$ cat src/rtl/calc_pkg.sv
// Shared types and encodings for the calculator sequencer and its ALU.
package calc_pkg;

  typedef enum logic [2:0] {StIdle, StFetch, StExec, StWb, StDone, StErr} state_e;

  typedef enum logic [2:0] {AluAdd, AluSub, AluSlt, AluSltu, AluXor, AluOr, AluAnd} alu_op_e;

  localparam logic [6:0] OP_R = 7'b0110011;
  localparam logic [6:0] OP_I = 7'b0010011;

  localparam logic [2:0] F3_ADD  = 3'b000;
  localparam logic [2:0] F3_SLT  = 3'b010;
  localparam logic [2:0] F3_SLTU = 3'b011;
  localparam logic [2:0] F3_XOR  = 3'b100;
  localparam logic [2:0] F3_OR   = 3'b110;
  localparam logic [2:0] F3_AND  = 3'b111;

  localparam logic [6:0] F7_ZERO = 7'b0000000;
  localparam logic [6:0] F7_SUB  = 7'b0100000;

  // funct3 001 and 101 are shifts, which this datapath does not implement.
  function automatic logic f3_legal(logic [2:0] funct3);
    return (funct3 != 3'b001) && (funct3 != 3'b101);
  endfunction

  function automatic alu_op_e f3_to_alu_op(logic [2:0] funct3);
    alu_op_e op;
    case (funct3)
      F3_SLT:  op = AluSlt;
      F3_SLTU: op = AluSltu;
      F3_XOR:  op = AluXor;
      F3_OR:   op = AluOr;
      F3_AND:  op = AluAnd;
      default: op = AluAdd;
    endcase
    return op;
  endfunction

endpackage

$ cat src/rtl/calc_alu.sv
// Combinational ALU: modulo-2^W add/sub, signed/unsigned compare, bitwise logic.
module calc_alu
  import calc_pkg::*;
#(
  parameter int unsigned W = 32
) (
  input  alu_op_e        op,
  input  logic [W-1:0]   a,
  input  logic [W-1:0]   b,
  output logic [W-1:0]   y
);

  always_comb begin
    y = '0;
    unique case (op)
      AluAdd:  y = a + b;
      AluSub:  y = a - b;
      AluSlt:  y = W'($signed(a) < $signed(b));
      AluSltu: y = W'(a < b);
      AluXor:  y = a ^ b;
      AluOr:   y = a | b;
      AluAnd:  y = a & b;
      default: y = '0;
    endcase
  end

endmodule

$ cat src/rtl/calc_sequencer.sv
// Multi-cycle fetch/exec/write-back sequencer over an external program ROM,
// with an internal register file and a registered debug read port.
module calc_sequencer
  import calc_pkg::*;
#(
  parameter int unsigned W     = 32,
  parameter int unsigned DEPTH = 16,
  parameter int unsigned NREG  = 32,
  localparam int unsigned AW   = $clog2(DEPTH),
  localparam int unsigned RW   = $clog2(NREG)
) (
  input  logic          clock,
  input  logic          reset,
  input  logic          start,
  output logic [AW-1:0] rom_addr,
  input  logic [31:0]   rom_data,
  input  logic [RW-1:0] dbg_addr,
  output logic [W-1:0]  dbg_data,
  output logic          busy,
  output logic          done,
  output logic          illegal,
  output logic [AW-1:0] pc
);

  localparam logic [AW-1:0] LastPc = AW'(DEPTH - 1);

  state_e        state_q;
  logic [AW-1:0] pc_q;
  logic [31:0]   instr_q;
  logic [W-1:0]  result_q;
  logic [W-1:0]  regs_q [NREG];
  logic [W-1:0]  dbg_data_q;
  logic          busy_q, done_q, illegal_q;

  logic [6:0]    opcode, funct7;
  logic [2:0]    funct3;
  logic [RW-1:0] rd, rs1, rs2;
  logic [W-1:0]  imm, alu_b, alu_y;
  logic          legal, use_imm;
  alu_op_e       alu_op;

  assign opcode = instr_q[6:0];
  assign rd     = instr_q[7 +: RW];
  assign funct3 = instr_q[14:12];
  assign rs1    = instr_q[15 +: RW];
  assign rs2    = instr_q[20 +: RW];
  assign funct7 = instr_q[31:25];
  assign imm    = W'($signed(instr_q[31:20]));

  always_comb begin
    alu_op  = f3_to_alu_op(funct3);
    use_imm = (opcode == OP_I);
    legal   = 1'b0;
    if (opcode == OP_I) begin
      legal = f3_legal(funct3);
    end else if (opcode == OP_R) begin
      if ((funct3 == F3_ADD) && (funct7 == F7_SUB)) begin
        legal  = 1'b1;
        alu_op = AluSub;
      end else begin
        legal = f3_legal(funct3) && (funct7 == F7_ZERO);
      end
    end
  end

  assign alu_b = use_imm ? imm : regs_q[rs2];

  calc_alu #(.W(W)) u_alu (
    .op (alu_op),
    .a  (regs_q[rs1]),
    .b  (alu_b),
    .y  (alu_y)
  );

  always_ff @(posedge clock) begin
    if (reset) begin
      state_q   <= StIdle;
      pc_q      <= '0;
      instr_q   <= '0;
      result_q  <= '0;
      busy_q    <= 1'b0;
      done_q    <= 1'b0;
      illegal_q <= 1'b0;
      for (int i = 0; i < int'(NREG); i++) regs_q[i] <= '0;
    end else begin
      case (state_q)
        StIdle, StDone: begin
          if (start) begin
            state_q <= StFetch;
            pc_q    <= '0;
            busy_q  <= 1'b1;
            done_q  <= 1'b0;
          end
        end
        StFetch: begin
          instr_q <= rom_data;
          state_q <= StExec;
        end
        StExec: begin
          if (instr_q == 32'h0) begin
            state_q <= StDone;
            busy_q  <= 1'b0;
            done_q  <= 1'b1;
          end else if (!legal) begin
            state_q   <= StErr;
            busy_q    <= 1'b0;
            illegal_q <= 1'b1;
          end else begin
            result_q <= alu_y;
            state_q  <= StWb;
          end
        end
        StWb: begin
          // x0 is never written, so it keeps its reset value of zero.
          if (rd != '0) regs_q[rd] <= result_q;
          if (pc_q == LastPc) begin
            state_q <= StDone;
            busy_q  <= 1'b0;
            done_q  <= 1'b1;
          end else begin
            pc_q    <= pc_q + 1'b1;
            state_q <= StFetch;
          end
        end
        StErr: state_q <= StErr;
        default: state_q <= StIdle;
      endcase
    end
  end

  always_ff @(posedge clock) begin
    if (reset) dbg_data_q <= '0;
    else       dbg_data_q <= regs_q[dbg_addr];
  end

  assign rom_addr = pc_q;
  assign pc       = pc_q;
  assign dbg_data = dbg_data_q;
  assign busy     = busy_q;
  assign done     = done_q;
  assign illegal  = illegal_q;

endmodule
$ cat config.mk
export PLATFORM = sky130hd
export DESIGN_NAME = calc_sequencer
export DESIGN_NICKNAME = d
export VERILOG_FILES = /design/src/rtl/calc_pkg.sv /design/src/rtl/calc_alu.sv /design/src/rtl/calc_sequencer.sv
export SDC_FILE = /design/constraint.sdc
export NUM_CORES = 2
export LEC_CHECK = 0
export ABC_CLOCK_PERIOD_IN_PS = 5200
export BUFFER_PORTS_ARGS = -buffer_cell sky130_fd_sc_hd__buf_4
export CORE_ASPECT_RATIO = 1.5
export CORE_MARGIN = 10
export CORE_UTILIZATION = 45
export CTS_CLUSTER_DIAMETER = 50
export CTS_CLUSTER_SIZE = 8
export DETAILED_ROUTE_END_ITERATION = 7
export SKIP_CTS_REPAIR_TIMING = 1
export SYNTH_ARGS = -nofsm -noshare
export SYNTH_HDL_FRONTEND = slang
export SYNTH_SLANG_ARGS = --single-unit
$ cat constraint.sdc
create_clock -name clock -period 5.2 [get_ports clock]
set_input_delay 0.26 -clock clock [delete_from_list [all_inputs] [get_ports clock]]
set_output_delay 0.26 -clock clock [all_outputs]
set_load 0.01 [all_outputs]
# After elaboration in Yosys (flattened, before gate mapping)

Memory sizes are Yosys's and may differ from the RTL's. A register that Yosys moved wholly into a read port is not among the register bits.
Index checks and enable logic that the tools add are counted.

Register bits after elaboration: 74
RAM bits: 1024
Memories: 1

Memory list:

| memory | depth | bits a word | rd ports | clocked after memory_dff | write ports | RTL line             | text |
|---|---|---|---|---|---|---|---|
| regs_q | 32    | 32          | 3        | 3                        | 32          | calc_sequencer.sv:31 | `logic [W-1:0] regs_q [NREG];` |

$add $sub $neg: 3
Magnitude comparators: 2
Equal/unequal tests: 27
Multiplexer cells: 39
Bitwise gates (word level): 5
Reduce and logical (&&, ||, !) cells: 18

Operator list:

| kind               | number |
|---|---|
| $pmux 32 s7        | 1 |
| $lt 32x32->1       | 2 |
| $mux 32            | 2 |
| $add 32x32->32     | 1 |
| $and 32x32->32     | 1 |
| $logic_not 32->1   | 1 |
| $or 32x32->32      | 1 |
| $reduce_or 32->1   | 1 |
| $sub 32x32->32     | 1 |
| $xor 32x32->32     | 1 |
| $pmux 3 s5         | 2 |
| $mux 5             | 5 |
| $eq 3x3->1 const B | 8 |
| $mux 3             | 7 |
| $eq 3x2->1 const B | 6 |
| $mux 1             | 17 |
| $eq 7x6->1 const B | 2 |
| $logic_not 3->1    | 3 |
| $reduce_and 3->1   | 3 |
| $mux 4             | 2 |
| $ne 2x2->1 const B | 4 |
| $pmux 4 s2         | 1 |
| $reduce_and 4->1   | 2 |
| $eq 7x5->1 const B | 1 |
| 13 further kinds   | 19 |

# Depth between registers and ports, before layout

Depth in word-level cells: 9
Gate-level depth with buffers: 22
Gate-level depth less buffers: 18

# Cells and area by module

From an unflattened synthesis, not the netlist that was laid out.

Cells, all modules: 5247
Area, all modules: 71783.8 sq um

By module, submodules not included:

| module         | times used | cells an instance | area each (sq um) | sequential area each (sq um) |
|---|---|---|---|---|
| calc_sequencer | 1          | 4398              | 66430.0           | 33071.7 |
| calc_alu       | 1          | 849               | 5353.9            | 0.0 |

# Least setup slack after synthesis

No wires, ideal clock.

Path type: register -> register
Start: reg (tool-made name)
End: reg result_q[16]
Data arrival time: 4.804 ns
Data required time: 5.068 ns
Setup slack: 0.265 ns
Cell stages (with the launch flop): 21
Cell sequence: dfxtp_1 -> clkbuf_1 -> buf_2 -> buf_2 -> buf_2 -> mux4_2 -> mux4_2 -> mux2i_1 -> nand2_1 -> o21ai_0 -> inv_1 -> fa_1 -> nor2b_1 -> o211ai_1 -> a21boi_0 -> o31a_1 -> o311ai_0 -> a221oi_1 -> a31oi_1 -> a2111oi_0 -> nor3_1

RTL lines:

| element                | RTL line              | text |
|---|---|---|
| end signal: assignment | calc_sequencer.sv:109 | `result_q <= alu_y;` |
| end: declaration       | calc_sequencer.sv:30  | `logic [W-1:0] result_q;` |

==> metrics.txt <==
most frequent CP cell=sky130_fd_sc_hd__buf_4; Non-Filler Cell Area, Final=about 82,000 um2; Final ANT Viol Nets=0; part of the Yosys area used for sequential elements=0.467; most used standard cells in the synthesized netlist=sky130_fd_sc_hd__edfxtp_1, sky130_fd_sc_hd__and2_1, sky130_fd_sc_hd__mux4_2; top fanout value on the critical path=8; Min-Delay Path Depth=2; clock-pin slew on the worst setup and hold paths=0.05 ns; CTS tree=yes; total core area=between 150,000 and 200,000 um2; Final Instance Count excl. Fillers=7,260; arrival time reported for the critical path endpoint=5.92 ns; largest stage delay on the critical path=0.52 ns; hold crit path type=in -> reg; CTS max path bufs=3; max capacitance violation total=2; Cells after Synth=4,857; total number of yosys warnings=0; detailed placement HPWL=176,000 um; maximum number of pins on one net before global-route repair=71; startpoint of the lowest-slack hold path=reset; detailed-route wire length=286,000 um; CP Class=reg -> reg; transition time of the tightest slew-check pin=1.52 ns; fraction of layout instances using a drive strength above 1=0.342; Initial Util=0.452; Via Count=50,300; max-slew headroom at the worst pin=-0.0152; vias in the first global route=roughly 50,000; achievable clock frequency=0.193 GHz; Setup crit start kind=flip-flop; overall die area=174,000 um2; routability congestion estimate=0.983; setup repair after global routing missed its margin=true; cell type with the highest aggregate area in the netlist=sky130_fd_sc_hd__edfxtp_1; Vias per Instance=a little under 7; setup-violating endpoint count in the final report=0; global-route wire length before repair=392,000 um; Area after DPL=76,000 um2; failing checks=hold timing, capacitance limit, slew limit; area fraction of the dominant cell type after synthesis=0.434; remaining design rule violation count=0; placed cell count=6,858; count of unique library cells instantiated by Yosys=83; grt ovf=0; cell area after technology mapping=slightly above 70,000 um2; Slew Limit Fails=33; Area contributors post-synth=sky130_fd_sc_hd__edfxtp_1, sky130_fd_sc_hd__mux4_2, sky130_fd_sc_hd__and2_1; critical register-to-register path endpoint=result_q[27]$_SDFFE_PP0P_; Iter 0 DRT Violations=approximately 7,000; syn_area_per_cell=14.6 um2; buffer type at the clock tree root=sky130_fd_sc_hd__clkbuf_16; GRT Total Usage=0.323; share of synthesized registers carrying an async set or reset=0; synthesized flop and latch total=1,140; nets=around 5,200; DIE WIDTH=344 um; post-layout min period=5.19 ns; data required time at the worst endpoint=5.93 ns; count of clock tree sinks=1,140; outcome=complete, but fails checks; Die Ht=slightly above 500 um; mean routed wirelength per cell=39.4 um; Most used DFF post-synth=sky130_fd_sc_hd__edfxtp_1; # IOs=83; setup_tns=0 ns; hold violation total from the final report=4; Worst-Skew Late Latency=0.84 ns; antenna violations before repair=34; R2R Setup Slk=0.01 ns; worst-case hold slack=-0.0648 ns; number of placement rows=178; total power density per cell area=350 nW/um2; most numerous cell in the Yosys netlist=sky130_fd_sc_hd__edfxtp_1; detailed-router iteration count before antenna repair=6; ordered cell list for the critical path=buf_4, buf_16, mux4_2, mux4_2, mux2i_2, buf_4, nand2_1, o21ai_0, ha_2, nor3_1, o21ai_1, a21oi_1, buf_4, o21ai_2, a31oi_2, buf_4, o21ai_1, a211oi_1, and4b_1, a211oi_2; end of the worst hold path=result_q[16]$_SDFFE_PP0P_; Area Overhead vs Synth=15.8%; leakage component of the power=28.5 nW; part of the cycle the worst path needs=0.998; # H-tree levels=4; Critical-path top delay cell=sky130_fd_sc_hd__mux4_2; number of flops mapped to enable cells by yosys=1,024; critical path capture point type=flip-flop; post-route clock skew=approximately 0.046 ns; Worst IR Drop VDD=0.298 mV; CTS Buf Count=about 170; input/output buffers=82; depth of the most critical reg-to-reg path=20; Final Total Pwr=28.7 mW
worst max path at each step:
stage               startpoint                        end  slack [ns]  cells past startpoint
finish               flip-flop  result_q[27]$_SDFFE_PP0P_        0.01                     20
detailed placement   flip-flop  result_q[27]$_SDFFE_PP0P_       -0.21                     20
global route         flip-flop  result_q[27]$_SDFFE_PP0P_       -0.08                     18
CTS                  flip-flop  result_q[27]$_SDFFE_PP0P_       -0.28                     20
global placement     flip-flop  result_q[27]$_SDFFE_PP0P_       -0.20                     20
floorplan            flip-flop  result_q[16]$_SDFFE_PP0P_        0.26                     20
power by group:
part	switching (mW)	internal [mW]	leakage, nW
clock network	4.43	6.41	2.47
logic	4.04	3.20	14.6
registers	0.312	10.3	11.5
metrics by stage:
| step | setup slack, ns | util |
|---|---|---|
| finish | 0.0122 | 0.524 |
| global route | -0.0800 | 0.523 |
| CTS | -0.283 | 0.518 |
| detailed placement | -0.213 | 0.485 |
| global placement | -0.199 | 0.485 |
| floorplan | 0.265 | - |
metal layers:
| layer | track usage | up-vias | part of all wire | routed length [um] |
|---|---|---|---|---|
| li1 | - | 19400 | - | - |
| met1 | 0.389 | 26100 | 0.33 | 95300 |
| met2 | 0.512 | 3787 | 0.47 | 136000 |
| met3 | 0.0685 | 998 | 0.11 | 31400 |
| met4 | 0.234 | 8 | 0.082 | 23400 |
| met5 | 0 | - | 0.00021 | 59 |
area by class of cell:
| cell class | count | area (um2) |
|---|---|---|
| tap | 2070 | 2590 |
| timing repair buffer | 482 | 4500 |
| fill | 12800 | 74700 |
| multi-input combinational | 3132 | 36300 |
| inverter | 102 | 384 |
| antenna | 24 | 60.1 |
| sequential | 1140 | 33100 |
| clock inverter | 27 | 467 |
| clock buffer | 283 | 4730 |
registers in the layout, summed over array words and instances (netlist names), named ones only:
signal / count
regs_q: 1024
dbg_data: 32
state_q: 3
illegal: 1
instr_q: 32
done: 1
result_q: 32
pc: 4
busy: 1
kinds of logic (layout without fill, tap and decap cells):
| group | Yosys count | count (layout) | synth area share |
|---|---|---|---|
| mux | 1056 | 1056 | 0.319 |
| simple gates | 1492 | 1492 | 0.119 |
| compound gates | 444 | 444 | 0.0416 |
| flops | 1140 | 1140 | 0.467 |
| other cells | 1 | 56 | 0.0000529 |
| xor+xnor | 4 | 4 | 0.000494 |
| fa+ha+maj | 104 | 104 | 0.0186 |
| buf+inv | 616 | 894 | 0.0340 |
placed cells by master (no fill, tap or decap), drive strengths merged, types with 7 or more instances in the layout:
master	instances
a311oi	15
nor2b	10
nand4	8
diode	24
a31o	23
nand2	152
a221oi	12
and3	9
nor2	188
o211ai	12
ha	102
clkinv	17
inv	106
a211oi	16
nand2b	34
and2	999
dlygate4sd3	57
nor4	12
nor3	34
buf	423
a221o	8
o21ai	111
mux2i	64
clkbuf	285
o21bai	11
mux2	32
o31ai	10
dfxtp	116
a22o	12
conb	32
edfxtp	1024
a2111oi	7
a31oi	13
o221ai	12
nand3	17
mux4	960
a21oi	130
or2	7
critical path: cells and delay by family (launching register included):
kind,cells,cell delay [ns]
simple gates,3,0.51
mux,3,1.25
flops,1,0.42
compound gates,8,1.60
buf+inv,5,0.89
fa+ha+maj,1,0.42
(Power assumes the default switching activity.)
